===== config.mk =====
export PLATFORM = sky130hd
export DESIGN_NAME = pipeline_ctrl
export DESIGN_NICKNAME = d
export VERILOG_FILES = /design/src/rtl/pipeline_ctrl.sv
export SDC_FILE = /design/constraint.sdc
export NUM_CORES = 1
export LEC_CHECK = 0
export CAP_MARGIN = 5
export CORE_MARGIN = 1
export CORE_UTILIZATION = 30
export DETAILED_ROUTE_END_ITERATION = 8
export GPL_TIMING_DRIVEN = 0
export MAX_ROUTING_LAYER = met4
export PLACE_DENSITY = 0.68
export SLEW_MARGIN = 40
export SYNTH_ARGS = -nofsm -noshare
export SYNTH_HDL_FRONTEND = slang
export SYNTH_SLANG_ARGS = --single-unit

===== constraint.sdc =====
create_clock -name clk -period 3.6 [get_ports clk]
set_input_delay 0.72 -clock clk [delete_from_list [all_inputs] [get_ports clk]]
set_output_delay 0.72 -clock clk [all_outputs]
set_load 0.005 [all_outputs]

===== src/rtl/pipeline_ctrl.sv =====
`default_nettype none
// ============================================================================
// Module   : pipeline_ctrl
// Brief    : Buffer load/hold/flush control for a 5-stage pipeline, including
//            load-use stall, branch flush, memory freeze and interrupt entry.
// Revision : 1.0 - initial release
// ============================================================================
module pipeline_ctrl #(
  parameter int REG_ADDR_W   = 3,
  parameter int DRAIN_CYCLES = 3
) (
  input  logic                  clk,
  input  logic                  rst,
  input  logic                  ex_mem_read,
  input  logic [REG_ADDR_W-1:0] ex_rd,
  input  logic [REG_ADDR_W-1:0] id_rs1,
  input  logic [REG_ADDR_W-1:0] id_rs2,
  input  logic                  id_use_rs1,
  input  logic                  id_use_rs2,
  input  logic                  branch_taken,
  input  logic                  mem_busy,
  input  logic                  intr,
  output logic                  pc_we,
  output logic                  if_id_we,
  output logic                  id_ex_we,
  output logic                  ex_mem_we,
  output logic                  mem_wb_we,
  output logic                  if_id_flush,
  output logic                  id_ex_flush,
  output logic                  save_pc,
  output logic                  push_pc,
  output logic                  push_flags,
  output logic                  sel_intr_pc,
  output logic                  intr_ack
);

  localparam int CNT_W = (DRAIN_CYCLES > 1) ? $clog2(DRAIN_CYCLES) : 1;
  localparam logic [CNT_W-1:0] C_CNT_INIT = CNT_W'(DRAIN_CYCLES - 1);

  typedef enum logic [2:0] {
    S_IDLE       = 3'd0,
    S_DRAIN      = 3'd1,
    S_PUSH_PC    = 3'd2,
    S_PUSH_FLAGS = 3'd3,
    S_JUMP       = 3'd4
  } state_t;

  state_t           state_q, state_d;
  logic [CNT_W-1:0] cnt_q, cnt_d;
  logic             pending_q, pending_d;

  logic             w_load_use;
  logic             w_enter;
  logic [CNT_W-1:0] w_cnt_dec;

  assign w_load_use = ex_mem_read &&
                      ((id_use_rs1 && (id_rs1 == ex_rd)) ||
                       (id_use_rs2 && (id_rs2 == ex_rd)));
  assign w_enter    = (state_q == S_IDLE) && (pending_q || intr) && !mem_busy;
  assign w_cnt_dec  = (cnt_q == '0) ? '0 : cnt_q - 1'b1;

  // The save_pc cycle counts as the first bubble, so DRAIN leaves as soon as
  // the decremented count reaches zero.
  always_comb begin
    state_d = state_q;
    cnt_d   = cnt_q;
    if (!mem_busy) begin
      case (state_q)
        S_IDLE: begin
          if (w_enter) begin
            state_d = S_DRAIN;
            cnt_d   = C_CNT_INIT;
          end
        end
        S_DRAIN: begin
          cnt_d = w_cnt_dec;
          if (w_cnt_dec == '0) state_d = S_PUSH_PC;
        end
        S_PUSH_PC:    state_d = S_PUSH_FLAGS;
        S_PUSH_FLAGS: state_d = S_JUMP;
        S_JUMP:       state_d = S_IDLE;
        default:      state_d = S_IDLE;
      endcase
    end
  end

  // A request is consumed when its entry starts; anything arriving later in
  // the sequence stays latched and re-enters from IDLE.
  assign pending_d = w_enter ? 1'b0 : (pending_q | intr);

  always_ff @(posedge clk) begin
    if (rst) begin
      state_q   <= S_IDLE;
      cnt_q     <= '0;
      pending_q <= 1'b0;
    end else begin
      state_q   <= state_d;
      cnt_q     <= cnt_d;
      pending_q <= pending_d;
    end
  end

  always_comb begin
    pc_we       = 1'b0;
    if_id_we    = 1'b0;
    id_ex_we    = 1'b0;
    ex_mem_we   = 1'b0;
    mem_wb_we   = 1'b0;
    if_id_flush = 1'b0;
    id_ex_flush = 1'b0;
    save_pc     = 1'b0;
    push_pc     = 1'b0;
    push_flags  = 1'b0;
    sel_intr_pc = 1'b0;
    intr_ack    = 1'b0;
    if (!rst && !mem_busy) begin
      pc_we     = 1'b1;
      if_id_we  = 1'b1;
      id_ex_we  = 1'b1;
      ex_mem_we = 1'b1;
      mem_wb_we = 1'b1;
      case (state_q)
        S_IDLE: begin
          save_pc = w_enter;
          if (branch_taken) begin
            if_id_flush = 1'b1;
            id_ex_flush = 1'b1;
          end else if (w_load_use) begin
            pc_we       = 1'b0;
            if_id_we    = 1'b0;
            id_ex_flush = 1'b1;
          end
        end
        S_DRAIN: begin
          pc_we       = 1'b0;
          if_id_flush = 1'b1;
          if (branch_taken) begin
            id_ex_flush = 1'b1;
            save_pc     = 1'b1;
          end
        end
        S_PUSH_PC: begin
          pc_we       = 1'b0;
          if_id_flush = 1'b1;
          push_pc     = 1'b1;
        end
        S_PUSH_FLAGS: begin
          pc_we       = 1'b0;
          if_id_flush = 1'b1;
          push_flags  = 1'b1;
        end
        S_JUMP: begin
          if_id_flush = 1'b1;
          sel_intr_pc = 1'b1;
          intr_ack    = 1'b1;
        end
        default: begin
          pc_we = 1'b0;
        end
      endcase
    end
  end

endmodule
`default_nettype wire


Word-level counts from Yosys, hierarchy flattened
Cells that the tools add are included.
{"block": "op_classes", "bitwise_logic": 2, "n_mux": 28, "add_sub_neg": 1, "reduce_logical": 18, "n_eq_ne": 8}
{"op": "1-bit two-way mux", "n": 18}
{"op": "3-bit case mux with 4 select lines", "n": 1}
{"op": "1-bit case mux with 2 select lines", "n": 4}
{"op": "3-bit by 2-bit == test with 1-bit output (second input constant)", "n": 2}
{"op": "3-bit == test", "n": 2}
{"op": "1-bit logical AND", "n": 6}
{"op": "3-bit two-way mux", "n": 2}
{"op": "3-bit AND reduction", "n": 2}
{"op": "2-bit logical NOT", "n": 2}
{"op": "2-bit two-way mux", "n": 2}
{"op": "2-bit inequality test (second input constant)", "n": 2}
{"op": "2-bit case mux with 2 select lines", "n": 1}
{"op": "4-bit OR reduction", "n": 1}
{"op": "3-bit by 1-bit == test with 1-bit output (second input constant)", "n": 1}
{"op": "3-bit == test (second input constant)", "n": 1}
{"op": "3-bit logical NOT", "n": 1}
{"op": "1-bit logical NOT", "n": 2}
{"op": "1-bit logical OR", "n": 2}
{"op": "2-bit nonzero test", "n": 1}
{"op": "2-bit OR reduction", "n": 1}
{"op": "2-bit by 1-bit subtractor with 2-bit output (second input constant)", "n": 1}
{"op": "1-bit NOT", "n": 1}
{"op": "1-bit OR", "n": 1}
{"block": "word_totals", "elab_cells": 60, "ff_bits": 6, "in_bits": 17, "out_inout_bits": 12}

Logic depth before layout (Yosys ltp)
Gate-level depths: netlist of the first run.
{"block": "logic_depth", "word_depth": 8, "ltp_mapped": 5, "depth_no_buf": 4}

Worst setup path after synthesis of the first run
OpenSTA, ideal clock, no wires.
{"block": "synth_timing", "kind": "in2out", "from": "in rst", "to": "out id_ex_flush", "required_ns": 2.880, "setup_slack_ns": 1.440, "stages": 5, "arrival_ns": 1.440, "path_buffers": 1, "path_cell_list": "buf_4 > nor2_4 > nand2_1 > nor3b_1 > o2bb2ai_1"}
{"block": "synth_via", "elab_chain_cells": 3}
{"item": "from (decl)", "line_no": "13", "source": "input logic rst,"}
{"item": "1-bit logical NOT", "line_no": "116", "source": "if (!rst && !mem_busy) begin"}
{"item": "1-bit logical AND", "line_no": "116"}
{"item": "1-bit two-way mux", "line_no": "116"}
{"item": "to (decl)", "line_no": "29", "source": "output logic id_ex_flush,"}
No other way between the ends.

Worst setup path after layout of the first run
{"block": "layout_timing", "from": "in branch_taken", "to": "out if_id_flush"}
{"block": "layout_via", "elab_chain_cells": 3}
{"item": "from (decl)", "line_no": "20", "source": "input logic branch_taken,"}
{"item": "1-bit two-way mux", "line_no": "125", "source": "if (branch_taken) begin"}
{"item": "1-bit case mux with 2 select lines", "line_no": "122", "source": "case (state_q)"}
{"item": "1-bit two-way mux", "line_no": "116"}
{"item": "to (decl)", "line_no": "28", "source": "output logic if_id_flush,"}
No other way between the ends.

==> out/summary.md, run 1 <==
The run finished with clean final reports. The logs give 157 uW for the internal power and 37.6% for the fraction of power consumed by combinational cells. Net switching is 27.8% of the power.

Of the total power, registers draw 35.0%. The total iterations of the first detailed-routing run was 4; the number of distinct library cells after synthesis was 31. Of all nets on the critical path, the largest fanout is 2.

The signal on the critical path passes through clkdlybuf4s50_1, nor2_1, a2111oi_0, clkdlybuf4s50_1. The clock reaches the later pin of the worst-skew pair after 0.24 ns. The tools report the count of endpoints failing hold in the final timing report as 0. Entering global routing, the biggest net connects 11 pins. The post-layout minimum cycle time was 2.96 ns; the post-detailed-routing wire length was 1.31 mm. The largest individual stage delay along the critical path comes from the cell sky130_fd_sc_hd__clkdlybuf4s50_1.

The floorplan step defined a die boundary enclosing 0.00197 mm^2. Wire length of the first global-routing pass: 2.26 mm. The number of nets handed over by synthesis was 86. The die is 44.4 um tall. The final count of pins violating max slew is 0. Summed over all layers, the global routing overflow is 0. In the synthesized netlist the async set-or-reset flop fraction comes to 0%.

The run gives 14 as the standard-cell row count. TritonCTS built the clock tree. Counting stages on the worst path, the most repeated cell is sky130_fd_sc_hd__clkdlybuf4s50_1. In this run the tool buffered the top-level ports with 26 buffer cells. Once placement completed, the tool counted placed cells totaling 119. Dividing the final minimum period by the clock period gives 82.1%. The number of standard cells in the layout, taps in and fillers out was 122; the highest achievable clock rate was 0.338 GHz.

The final setup skew was 0.00153 ns; the maximum VDD drop was 0.188 mV. The cell count after synthesis came out at 69. The run gives 60.7 uW as the switching power. Adding up every negative setup slack in the final design gives 0 ns. The element type at the critical path start was an input port. The longest clock path from root to sink contains 2 buffers. The post-route netlist has 17.3% of its cells at a drive strength greater than 1.

The worst register-to-register path has a setup slack of 2.39 ns. After clock tree synthesis, the flow added hold-fix buffers numbering 0. For the clock share of power, the log shows 27.4%. The slew at the pin closest to its max-slew limit was 0.383 ns. The number of H-tree branching levels was 1. The final route contains 577 vias.

The core outline area is 0.00159 mm^2. The tools report the clock root buffer as sky130_fd_sc_hd__clkbuf_4. The run gives 73.8% as the remaining max-slew budget at the tightest pin.

After the last flow step, the layout net total stands at 117. The tools report the number of setup violations in the final report as 0. The detail route stage leaves a number of antenna-violating nets equal to 0.

The starting utilization of the core area came out at 33.8%. Post-CTS repair changed the size of 0 cells. Share of Yosys cell area claimed by the top area cell type: 22.3%. The top cell family by delay on the critical path was buffers and inverters. STA classifies the critical path endpoint as an output pin. The number of setup buffers added after CTS came out at 0. Placed wire-length estimate after detailed placement: 1.08 mm. The run gives 15.7% as the global-route total usage across every layer. Together, buffers and inverters on the worst path number 2. The number of antenna diodes in the final layout is 0. The tools report the number of DRC violations after detailed routing as 0. In the synthesized netlist the dominant register cell turns out to be sky130_fd_sc_hd__dfxtp_1. The standby leakage power came out at 0.000321 uW. Yosys printed 0 warnings.

The worst hold margin is 0.527 ns, and the global placement routability congestion is 0.799. The area growth from synthesis to final layout works out to 58.1%. Sorting the synthesized cells by area gives the leading types as sky130_fd_sc_hd__dfxtp_1 22%, sky130_fd_sc_hd__xnor2_1 9.8%, sky130_fd_sc_hd__buf_4 7.0%. In this design, the stage delay of the slowest critical-path cell is 0.58 ns. Number of sinks on the clock net: 6. In the routed layout, each cell is associated on average with a via count of 4.73. The class of the worst hold path is reg2reg. In this run the power density over the cells is 256 mW/mm^2. Averaged over all synthesized cells, the footprint is 7.80 um^2.

Clock-pin slew was measured on the worst setup and hold paths at 0.04 ns. Max-cap violations in this run came to 0. Cell type with the largest total area after synthesis: sky130_fd_sc_hd__dfxtp_1. Counting instances in the post-synthesis netlist gives the leading cell types as 6 x sky130_fd_sc_hd__dfxtp_1, 6 x sky130_fd_sc_hd__nand2_1, 6 x sky130_fd_sc_hd__nor2_1, 6 x sky130_fd_sc_hd__xnor2_1. The initial antenna violation count is 0, and the via count of the first global-routing pass is 536. STA puts the critical path data arrival time at 2.24 ns.

TritonCTS created 3 clock buffers. The path type of the worst setup path is in2out. The run gives 538 um^2 as the cell area after synthesis.

The number of I/O pins is 29, and the required time at the endpoint of the critical path is 2.88 ns. Sequential cell area fraction in the yosys report: 22.3%. Counting flops with a built-in enable in the synthesized netlist gives 0.

The flop and latch count out of synthesis was 6; the initial DRC count was 9. Setup repair after global routing left no endpoint under its margin. The routed wirelength normalized by instance count is 10.8 um, and the horizontal die dimension is 44.4 um.
## cells in the final DEF (no fill, tap or decap), types with 3 or more instances in the layout
cell	count
sky130_fd_sc_hd__clkbuf_4	3
sky130_fd_sc_hd__xnor2_1	6
sky130_fd_sc_hd__nand2_1	6
sky130_fd_sc_hd__buf_4	5
sky130_fd_sc_hd__nor2_1	6
sky130_fd_sc_hd__nor3_1	3
sky130_fd_sc_hd__a21oi_1	5
sky130_fd_sc_hd__clkdlybuf4s50_1	26
sky130_fd_sc_hd__dfxtp_1	6
sky130_fd_sc_hd__buf_6	3
## path summary, 6_finish.rpt
kind | startpoint | to | cells past startpoint
worst max-delay path | branch_taken | if_id_flush | 4
worst min-delay path | cnt_q[0] | cnt_q[0] | 2
worst max register to register | state_q[1] | cnt_q[0] | 4
worst min register to register | cnt_q[0] | cnt_q[0] | 2
## power groups by stage
stage | sequential (uW) | clock [uW] | combinational [uW]
floorplan | 76.3 | 0 | 46.4
global placement | 77.4 | 0 | 81.0
detailed placement | 77.5 | 0 | 82.2
CTS | 76.3 | 63.7 | 82.6
global route | 76.8 | 68.0 | 89.4
finish | 76.4 | 59.8 | 82.1
## worst register-to-register path, delay by kind of cell, from the launching register on
kind	cells	cell delay (ns)
simple gates	1	0.39
compound gates	2	0.27
flops	1	0.29
buf+inv	1	0.15
## layer usage
| layer | global-route usage [%] | part of all wire [%] |
|---|---|---|
| met5 | - | 0 |
| met4 | 3.64 | 0 |
| met3 | 3.67 | 3.5 |
| met2 | 26.8 | 48 |
| met1 | 18.6 | 48 |
## layout make-up
type                    count  area (um^2)
plain buffers               8         71.3
clock buffers               3         22.5
fillers                   163          743
inverters                   1         3.75
multi-input cells          54          343
flip-flops and latches      6          120
well taps                  24         30.0
repair buffers             26          260
## registers in the layout, summed over array words and instances (netlist names)
signal,count
pending_q,1
state_q,3
cnt_q,2
## per-stage QoR
stage	setup WS [ns]	instance area (um^2)	power, uW	util (%)
6_report	0.643	851	218	53.4
5_1_grt	0.538	851	234	53.4
4_1_cts	0.645	851	223	53.4
3_5_place_dp	0.646	828	160	52.0
3_3_place_gp	0.633	828	158	52.0
2_1_floorplan	1.44	538	123	-
## cell families after synthesis
group / Yosys count / synth area share, %
AO/OA/AOI/OAI: 15 / 17.9
XOR/XNOR: 6 / 9.77
buffers and inverters: 9 / 14.0
flip-flops: 6 / 22.3
AND/OR/NAND/NOR: 33 / 36.0
No activity file was read; power rests on OpenSTA's default activity.
==> run 2, diff against run 1 <==
--- a/config.mk
+++ b/config.mk
@@ -11,7 +11,7 @@
 export DETAILED_ROUTE_END_ITERATION = 8
 export GPL_TIMING_DRIVEN = 0
 export MAX_ROUTING_LAYER = met4
-export PLACE_DENSITY = 0.68
+export PLACE_DENSITY = 0.71
 export SLEW_MARGIN = 40
 export SYNTH_ARGS = -nofsm -noshare
 export SYNTH_HDL_FRONTEND = slang
==> constraint.sdc (replaced) <==
create_clock -name clk -period 2.4 [get_ports clk]
set_input_delay 0.48 -clock clk [delete_from_list [all_inputs] [get_ports clk]]
set_output_delay 0.48 -clock clk [all_outputs]
set_load 0.005 [all_outputs]
==> run 2 against run 1 <==
Sequential power rose by 49%. Utilization fell by 0.079 points. Clock power rose by 50%. Critical path type unchanged. Largest power group unchanged. Highest routed layer unchanged.
==> out/summary.md, run 2 (same netlist as run 1, synthesis figures left out) <==
The run finished with clean final reports. The maximum VDD drop was 0.239 mV (was 0.188 mV). The tools report the internal power as 234 uW (was 157 uW). Element type at the critical path start: an input port (unchanged). The slew at the pin closest to its max-slew limit was 0.318 ns (was 0.383 ns). The fraction of final layout cells sized beyond drive strength 1 works out to 18.4% (was 17.3%). The setup slack of the critical path after layout came out at 0.106 ns (was 0.643 ns). Net count of the finished layout: 117 (unchanged). The run gives 828 um^2 (unchanged) as the total cell area at the placement stage. The register ranked first by flip-flop count is state_q (unchanged). The via count of the first global-routing pass was 521 (was 536).

The area growth from synthesis to final layout was 57.9% (was 58.1%). The count of endpoints failing hold in the final timing report is 0 (unchanged). The tools report the remaining max-slew budget at the tightest pin as 78.6% (was 73.8%).

For the global-route total usage across every layer, the log shows 16.4% (was 15.7%). The logs give 35.1% (was 35.0%) for the fraction of power consumed by sequential logic and 0 (unchanged) for the number of DRC violations after detailed routing. The global route total overflow came out at 0 (unchanged). The required time at the endpoint of the critical path is 1.92 ns (was 2.88 ns). Overall die area: 0.00197 mm^2 (unchanged). Starting utilization of the core area: 33.8% (unchanged). The commonest non-fill, non-tap cell in the layout is sky130_fd_sc_hd__clkdlybuf4s50_1 (unchanged). The area of all placed cells without fillers was 850 um^2 (was 851 um^2). For the number of sinks on the clock net, the log shows 6 (unchanged).

The logs give 0 (unchanged) for the number of setup violations in the final report and 1.81 ns (was 2.24 ns) for the data arrival time at the worst-slack endpoint. The tools report the final setup skew as 0.00261 ns (was 0.00153 ns). The class of the worst hold path is in2reg (was reg2reg). The total iterations of the first detailed-routing run is 4 (unchanged). The number of I/O pins was 29 (unchanged). The tools report the antenna violation net count after detailed routing as 0 (unchanged). The number of port buffers is 26 (unchanged), and the count of inserted antenna diode cells is 0 (unchanged).

The count of cells resized by post-cts repair is 7 (was 0). The flip-flop count of the largest register, all copies and words added was 3 (unchanged); the floorplan die height was 44.4 um (unchanged). The tools report the standby leakage power as 0.000336 uW (was 0.000321 uW).

Power density over cell area: 384 mW/mm^2 (was 256 mW/mm^2). The tools report the number of H-tree branching levels as 1 (unchanged). The clock slew at the register clock pins of the worst setup and hold paths came out at 0.04 ns (about the same). Part of the cycle the worst path needs: 95.6%. The final count of pins violating max slew came out at 0 (unchanged). The number of maximum-capacitance violations is 0 (unchanged), and the number of setup buffers added after CTS is 0 (unchanged).

Setup repair after global routing left no endpoint under its margin. The pre-CTS worst setup slack came out at -0.102 ns (was 0.646 ns). The top fanout value on the critical path came out at 3 (was 2).

After layout, the minimum clock period comes to 2.29 ns. The maximum number of pins on one net before global-route repair is 11 (unchanged), and the switching power is 92.1 uW (was 60.7 uW). The clock root buffer is sky130_fd_sc_hd__clkbuf_4 (unchanged).

Highest-count cells in the layout ignoring fill and taps: 22 x sky130_fd_sc_hd__clkdlybuf4s50_1, 6 x sky130_fd_sc_hd__nor2_1, 6 x sky130_fd_sc_hd__xnor2_1, 6 x sky130_fd_sc_hd__dfxtp_1 (was 26 x sky130_fd_sc_hd__clkdlybuf4s50_1, 6 x sky130_fd_sc_hd__nand2_1, 6 x sky130_fd_sc_hd__nor2_1, 6 x sky130_fd_sc_hd__xnor2_1, 6 x sky130_fd_sc_hd__dfxtp_1). The logs give 0.768 (was 0.799) for the global placement routability congestion and 3 (unchanged) for the number of clock buffers inserted by TritonCTS. The run gives 0.00159 mm^2 (unchanged) as the core outline area. The initial antenna violation count came out at 0 (unchanged).

The worst hold margin was 0.487 ns (was 0.527 ns); the initial DRC count was 4 (was 9). The placed wire-length estimate after detailed placement came out at 1.08 mm (about the same). The via count normalized by instance count was 4.64 (was 4.73); the detailed-route via count was 566 (was 577).

The clock insertion delay at the later pin of the skew report is 0.24 ns (about the same). Top Registers: state_q: 3 flops, cnt_q: 2 flops, pending_q: 1 flops (unchanged). The wire length of the first global-routing pass was 2.30 mm (was 2.26 mm); the highest achievable clock rate was 0.436 GHz. The maximum count of clock buffers along a single path came out at 2 (unchanged). The post-detailed-routing wire length is 1.36 mm (was 1.31 mm). Routed wirelength normalized by instance count: 11.2 um (was 10.8 um). The run gives 14 (unchanged) as the standard-cell row count. The fraction of power consumed by combinational cells was 37.4% (was 37.6%); the number of hold buffers added after cts was 0 (unchanged). Path type of the worst setup path: in2out (unchanged). TritonCTS built the clock tree. The horizontal die dimension was 44.4 um (unchanged). The tools report the clock share of power as 27.5% (was 27.4%).

The kind of end point of the critical path was an output pin (unchanged). The fraction of power spent switching nets came out at 28.3% (was 27.8%).
run 2: cell count changes in the layout (fill, tap and decap cells not counted), sizes merged:
cell,before,now
dlygate4sd2,0,4
clkdlybuf4s50,26,22
run 2: power by group through the flow:
stage,sequential [uW],clock [uW],combinational (uW)
after floorplan,114,0,69.5
after detailed placement,116,0,123
final,114,89.8,122
after global routing,116,101,135
after global placement,116,0,120
after CTS,115,96.2,122
run 2: area by class of cell:
cell class                 instances  area [um^2]
timing repair buffer              26          255
clock buffer                       3         22.5
inverter                           1         3.75
sequential                         6          120
fill                             166          744
buffer                             8         71.3
multi-input combinational         54          347
tap                               24         30.0
run 2: worst paths after layout:
check / slack [ns] / start / cells after the start / to
setup / recovery: 0.11 / intr / 4 / save_pc
hold / removal: 0.49 / rst / 2 / state_q[2]
setup reg to reg: 1.20 / state_q[1] / 4 / cnt_q[0]
hold reg to reg: 0.52 / cnt_q[0] / 2 / cnt_q[0]
run 2: critical path: stages:
cell,delay [ns]
sky130_fd_sc_hd__clkdlybuf4s50_1,0.50
sky130_fd_sc_hd__nor3_1,0.08
sky130_fd_sc_hd__a211oi_1,0.21
sky130_fd_sc_hd__clkdlybuf4s50_1,0.53
run 2: routing by layer:
layer	share of wire, %	track usage (%)	up-vias
met5	0	-	-
met4	0	7.27	0
met3	7.0	2.45	0
met2	42	26.8	24
met1	51	19.8	242
li1	-	-	300
run 2: through the flow:
stage | total power [uW] | std cells | utilization, % | TNS (ns)
after floorplan | 184 | 69 | - | 0
after global placement | 237 | 119 | 52.0 | -0.164
after detailed placement | 240 | 119 | 52.0 | -0.341
after CTS | 333 | 122 | 53.3 | 0
after global routing | 351 | 122 | 53.3 | 0
final | 326 | 122 | 53.3 | 0
